===== config.mk =====
export PLATFORM = sky130hd
export DESIGN_NAME = mem_access_unit
export DESIGN_NICKNAME = d
export VERILOG_FILES = /design/src/rtl/mem_access_unit.sv
export SDC_FILE = /design/constraint.sdc
export NUM_CORES = 1
export LEC_CHECK = 0
export CORE_ASPECT_RATIO = 1.4
export CORE_MARGIN = 1
export CORE_UTILIZATION = 40
export CTS_CLUSTER_DIAMETER = 100
export DETAILED_ROUTE_END_ITERATION = 16
export HOLD_SLACK_MARGIN = 0.1
export PLACE_DENSITY = 0.73
export SETUP_SLACK_MARGIN = 0.1
export SLEW_MARGIN = 0
export SYNTH_ARGS = -nofsm -noshare
export SYNTH_HDL_FRONTEND = slang
export SYNTH_SLANG_ARGS = --single-unit

===== constraint.sdc =====
create_clock -name clk -period 3.4 [get_ports clk]
set_clock_uncertainty 0.15 [all_clocks]
set_input_delay 0.85 -clock clk [delete_from_list [all_inputs] [get_ports clk]]
set_output_delay 0.85 -clock clk [all_outputs]
set_load 0.05 [all_outputs]

===== src/rtl/mem_access_unit.sv =====
// Memory-stage access controller: passes ALU results to write-back, runs a
// req/ack transaction for loads and stores, and stalls upstream until it ends.
module mem_access_unit #(
    parameter int unsigned TIMEOUT = 255
) (
    input  logic        clk,
    input  logic        rst,
    input  logic        ex_valid,
    input  logic        ex_is_load,
    input  logic        ex_is_store,
    input  logic [15:0] ex_alu,
    input  logic [15:0] ex_sdata,
    input  logic        ex_we,
    input  logic [3:0]  ex_dst_addr,
    output logic        stall,
    output logic        mem_req,
    output logic        mem_wr,
    output logic [15:0] mem_addr,
    output logic [15:0] mem_wdata,
    input  logic [15:0] mem_rdata,
    input  logic        mem_ack,
    output logic [15:0] wb_data,
    output logic        wb_we,
    output logic [3:0]  wb_dst_addr,
    output logic        err,
    input  logic        err_clr
);

    typedef enum logic {ST_IDLE, ST_REQ} state_t;

    localparam bit          TO_EN   = (TIMEOUT != 0);
    localparam logic [15:0] TO_LAST = (TIMEOUT == 0) ? 16'd0 : 16'(TIMEOUT - 1);

    state_t      r_state;
    logic [15:0] r_cnt;
    logic        r_lat_we;
    logic        r_lat_load;
    logic [3:0]  r_lat_dst;
    logic        r_mem_req;
    logic        r_mem_wr;
    logic [15:0] r_mem_addr;
    logic [15:0] r_mem_wdata;
    logic [15:0] r_wb_data;
    logic        r_wb_we;
    logic [3:0]  r_wb_dst;
    logic        r_err;

    logic w_memop;
    logic w_timeout_hit;

    assign w_memop       = ex_valid & (ex_is_load | ex_is_store);
    assign w_timeout_hit = TO_EN && (r_state == ST_REQ) && !mem_ack && (r_cnt == TO_LAST);

    // Combinational so upstream advances on the very edge the transaction ends.
    assign stall = ((r_state == ST_IDLE) & w_memop)
                 | ((r_state == ST_REQ) & ~mem_ack & ~w_timeout_hit);

    // NOTE: all state uses non-blocking assignments so every register samples
    // pre-edge values; reset is synchronous and lives inside the clocked block.
    always_ff @(posedge clk) begin
        if (rst) begin
            r_state     <= ST_IDLE;
            r_cnt       <= 16'd0;
            r_lat_we    <= 1'b0;
            r_lat_load  <= 1'b0;
            r_lat_dst   <= 4'd0;
            r_mem_req   <= 1'b0;
            r_mem_wr    <= 1'b0;
            r_mem_addr  <= 16'd0;
            r_mem_wdata <= 16'd0;
            r_wb_data   <= 16'd0;
            r_wb_we     <= 1'b0;
            r_wb_dst    <= 4'd0;
            r_err       <= 1'b0;
        end else begin
            // A timeout in the same cycle as err_clr must leave err set.
            r_err <= w_timeout_hit | (r_err & ~err_clr);

            case (r_state)
                ST_IDLE: begin
                    if (w_memop) begin
                        r_lat_we    <= ex_we;
                        r_lat_dst   <= ex_dst_addr;
                        r_lat_load  <= ex_is_load;
                        r_mem_addr  <= ex_alu;
                        r_mem_wdata <= ex_sdata;
                        r_mem_wr    <= ~ex_is_load;
                        r_mem_req   <= 1'b1;
                        r_wb_we     <= 1'b0;
                        r_cnt       <= 16'd0;
                        r_state     <= ST_REQ;
                    end else begin
                        r_wb_data <= ex_alu;
                        r_wb_we   <= ex_we & ex_valid;
                        r_wb_dst  <= ex_dst_addr;
                    end
                end
                ST_REQ: begin
                    if (mem_ack) begin
                        r_mem_req <= 1'b0;
                        if (r_lat_load) begin
                            r_wb_data <= mem_rdata;
                            r_wb_we   <= r_lat_we;
                            r_wb_dst  <= r_lat_dst;
                        end else begin
                            r_wb_we <= 1'b0;
                        end
                        r_cnt   <= 16'd0;
                        r_state <= ST_IDLE;
                    end else if (w_timeout_hit) begin
                        r_mem_req <= 1'b0;
                        r_wb_we   <= 1'b0;
                        r_cnt     <= 16'd0;
                        r_state   <= ST_IDLE;
                    end else begin
                        r_wb_we <= 1'b0;
                        r_cnt   <= r_cnt + 16'd1;
                    end
                end
                default: r_state <= ST_IDLE;
            endcase
        end
    end

    assign mem_req     = r_mem_req;
    assign mem_wr      = r_mem_wr;
    assign mem_addr    = r_mem_addr;
    assign mem_wdata   = r_mem_wdata;
    assign wb_data     = r_wb_data;
    assign wb_we       = r_wb_we;
    assign wb_dst_addr = r_wb_dst;
    assign err         = r_err;

endmodule

Word-level counts from Yosys, hierarchy flattened

Index checks and enable logic that the tools add are counted.

Word-level logic and storage cells: 64
Register bits after elaboration: 79
Input bits: 60

Equal/unequal tests: 6
Mux-type cells: 24
Reduce and logical (&&, ||, !) cells: 6
Bitwise logic cells: 14
$add $sub $neg: 1

Operator list:

| kind                    | number |
|---|---|
| $mux W16                | 6 |
| $pmux W16 S2            | 2 |
| $add A16 B1 Y16 const B | 1 |
| $eq A16 B8 Y1 const B   | 1 |
| $mux W4                 | 3 |
| $mux W1                 | 9 |
| $pmux W4 S2             | 1 |
| $and A1 B1 Y1           | 6 |
| $ne A2 B2 Y1 const B    | 3 |
| $pmux W1 S2             | 3 |
| $not A1 Y1              | 5 |
| $reduce_and A2 Y1       | 2 |
| $ne A3 B2 Y1 const B    | 1 |
| $or A1 B1 Y1            | 3 |
| $reduce_and A3 Y1       | 1 |
| $logic_and A1 B1 Y1     | 2 |
| $ne A2 B1 Y1 const B    | 1 |
| $logic_not A1 Y1        | 1 |

Longest topological paths before layout

Depth after elaboration: 6
Depth in mapped cells: 7

Least setup slack after synthesis

OpenSTA, ideal clock, no wires.

Path kind: input to output
Start point: in ex_is_load
End point: out stall
Arrival time: 1.908 ns
Data required time: 2.400 ns
Setup slack: 0.492 ns
Stages: 5
Path buffers: 2
Cells stage by stage: o21a_1 -> buf_4 -> nand2b_1 -> clkbuf_1 -> nand2_1

Longest elaborated chain between the ends: 4

RTL lines:

| element            | RTL line | source |
|---|---|---|
| start: declaration | 9        | `input logic ex_is_load,` |
| $or A1 B1 Y1       | 51       | `assign w_memop = ex_valid & (ex_is_load \| ex_is_store);` |
| $and A1 B1 Y1      | 51       |  |
| $and A1 B1 Y1      | 55       | `assign stall = ((r_state == ST_IDLE) & w_memop)` |
| $or A1 B1 Y1       | 56       | `\| ((r_state == ST_REQ) & ~mem_ack & ~w_timeout_hit);` |
| end: declaration   | 15       | `output logic stall,` |

Every way passes these cells.

Final worst setup path

Start point: reg r_cnt[1]
End point: out stall

Longest elaborated chain between the ends: 5

RTL lines:

| element                  | RTL line | source |
|---|---|---|
| start: declaration       | 35       | `logic [15:0] r_cnt;` |
| start signal: assignment | 117      | `r_cnt <= r_cnt + 16'd1;` |
| $eq A16 B8 Y1            | 52       | `assign w_timeout_hit = TO_EN && (r_state == ST_REQ) && !mem_ack && (r_cnt == TO_LAST);` |
| $logic_and A1 B1 Y1      | 52       |  |
| $not A1 Y1               | 56       |  |
| $and A1 B1 Y1            | 56       |  |
| $or A1 B1 Y1             | 56       |  |

Every way passes these cells.

==> out/results.txt <==
Outcome: finished clean
Synth Flop Type: dfxtp_1
Synth cell types: 41
Layout area overhead: 43.28%
Total power: 2.131 mW
Worst slack, placed: 0.2851 ns
Die outline height: 108.8 um
Max-cap violation count: 0
Vias in the first global route: 2737
Synth top area share: 48.54%
Clock Path Buffers: 2
Global-route wire length before repair: 13190 um
CP startpoint kind: flop
Total die area: 8515 um^2
CP endpoint kind: primary output
Worst endpoint required time: 2.40 ns
Setup CP Type: flop to primary output
H-tree depth: 3
GRT Overall Usage: 20.13%
Vias per cell: 5.191
Synth area leader: dfxtp_1
Hold_buf cts: 0
Pins Over Slew Limit: 0
Final ANT Viol Nets: 0
Largest net degree at the start of global routing: 80
Syn nets: 437
Max Clk Rate: 324.8 MHz
Ratio of cells with drive above 1 in the final layout: 8.025%
TritonCTS Buffers: 9
WL final: 8561 um
Root Driver: clkbuf_8
Cell row count: 38
Core ar.: 7797 um^2
Post-synthesis async set-or-reset flop share: 0%
Final hold viol count: 0
RD Place Congestion: 0.7987
DR iter-0 viols: 154
Most numerous cell in the Yosys netlist: nand2_1
Min Clock Period, post-route: 3.079 ns
Hold WS: 0.3043 ns
Worst skew pair latency: 0.35 ns
Synth warnings: 0
Pre-antenna DRT Iters: 4
FF-to-FF path depth: 5
Final setup margin: 0.3209 ns
Critical Path AT: 2.08 ns
Initial Util: 41.78%
EDFF count, synth: 0
I/O pins: 117
Power per cell area: 456.4 nW/um^2
Synth Instances: 375
WL per Instance: 14.61 um
Sequential share of the synthesized area: 48.54%
Syn avg cell area: 8.688 um^2
Final Cycle Share: 90.56%
Setup TNS: 0 ns
Chip width: 78.28 um
RSZ-0062 raised after global routing: false
Synth Cell Area: 3258 um^2
Grt ovf: 0
# setup viols final: 0
CTS tree: yes
# diodes: 0
Hold crit path type: flop to flop
Leakage: 1.645 nW
HPWL Detailed: 5869 um
Worst Hold Depth: 2
Number of synthesized register bits: 79
IO buf count: 116
Synth top cells by count: 83 x nand2_1, 79 x dfxtp_1, 43 x a21oi_1
Rel. slew slack: 25.49%
Clock transition at path regs: 0.08 ns
Non-filler cells in the finished layout: 586
DR DRC count: 0
Nets@finish: 543
Synth top area cells: dfxtp_1 49%, nand2_1 9.6%, a21oi_1 6.6%
Dpl cells: 570
Setup bufs post-CTS: 0
Max VDD drop: 235.5 uV
Initial antenna violation count: 0
Post-cts repair resize count: 0
Vias post-DR: 3042
CTS sink cnt: 79
Crit-path max FO: 9
Worst-Margin Slew: 1.118 ns
-- worst max-delay path: stages (launching register included) --
cell and delay [ns]:
dfxtp_1 0.42, ha_1 0.21, nor4b_1 0.31, nand4_2 0.29
nand2_1 0.21, nand2_1 0.12, buf_12 0.16
-- kinds of logic (layout without fill, tap and decap cells) --
kind of cell / count (synthesis) / after routing / synth area share [%]
adder cells (fa/ha/maj): 2 / 2 / 0.7679
AND/OR/NAND/NOR: 148 / 148 / 21.04
multiplexers: 20 / 20 / 6.144
flip-flops: 79 / 79 / 48.54
XOR/XNOR: 6 / 6 / 1.613
AO/OA/AOI/OAI: 88 / 88 / 17.51
buffers and inverters: 32 / 143 / 4.378
-- placed cells by master (no fill, tap or decap), drive strengths merged, types with 4 or more instances in the layout --
cell | netlist | routed
mux2i | 20 | 20
xor2 | 6 | 6
nand2 | 83 | 83
o21ai | 5 | 5
nand4 | 4 | 4
clkdlybuf4s50 | 0 | 114
a211oi | 28 | 28
nand3 | 8 | 8
clkbuf | 17 | 12
nor2 | 25 | 25
nor3 | 7 | 7
dfxtp | 79 | 79
buf | 12 | 10
a21oi | 43 | 43
-- metal layers --
layer / share of wire, % / wire length (um) / vias to the layer above / global-route usage, %
met2: 50 / 4316 / 89 / 34.71
li1: - / - / 1524 / -
met1: 42 / 3593 / 1416 / 23.63
met5: 0 / 0 / - / 0
met3: 5.2 / 441 / 13 / 3.515
met4: 2.5 / 210 / 0 / 10.98
-- where the power goes --
group | total, mW | internal, mW | switching (mW) | leakage [nW]
clock | 0.590 | 0.262 | 0.327 | 0.0801
sequential | 1.01 | 0.980 | 0.0320 | 0.648
combinational | 0.529 | 0.205 | 0.324 | 0.917
total | 2.13 | 1.45 | 0.683 | 1.64
-- registers in the layout, summed over array words and instances, names as in the netlist --
register	flops
r_lat_we	1
err	1
wb_we	1
mem_req	1
r_lat_load	1
r_state	1
mem_wr	1
r_lat_dst	4
wb_dst_addr	4
mem_wdata	16
mem_addr	16
r_cnt	16
wb_data	16
-- metrics by stage --
stage          util [%]  cell area, um^2
3_5_place_dp      57.85             4511
5_1_grt           59.87             4668
4_1_cts           59.87             4668
3_3_place_gp      57.85             4511
6_report          59.87             4668
2_1_floorplan         -             3258
-- cell type report --
type	instances	area, um^2
sequential	79	1583
multi-input combinational	264	1553
inverter	3	11.26
clock buffer	12	135.1
fill	706	3129
timing repair buffer	124	1239
tap	100	125.1
clock inverter	4	22.52
-- path summary, 6_finish.rpt --
kind | startpoint | to | slack [ns]
hold reg to reg | mem_wdata[7] | mem_wdata[7] | 0.30
setup / recovery | r_cnt[1] | stall | 0.32
setup reg to reg | r_cnt[1] | r_cnt[10] | 0.79
hold / removal | mem_wdata[7] | mem_wdata[7] | 0.30
Note: power is estimated with default switching activity, not from simulation.
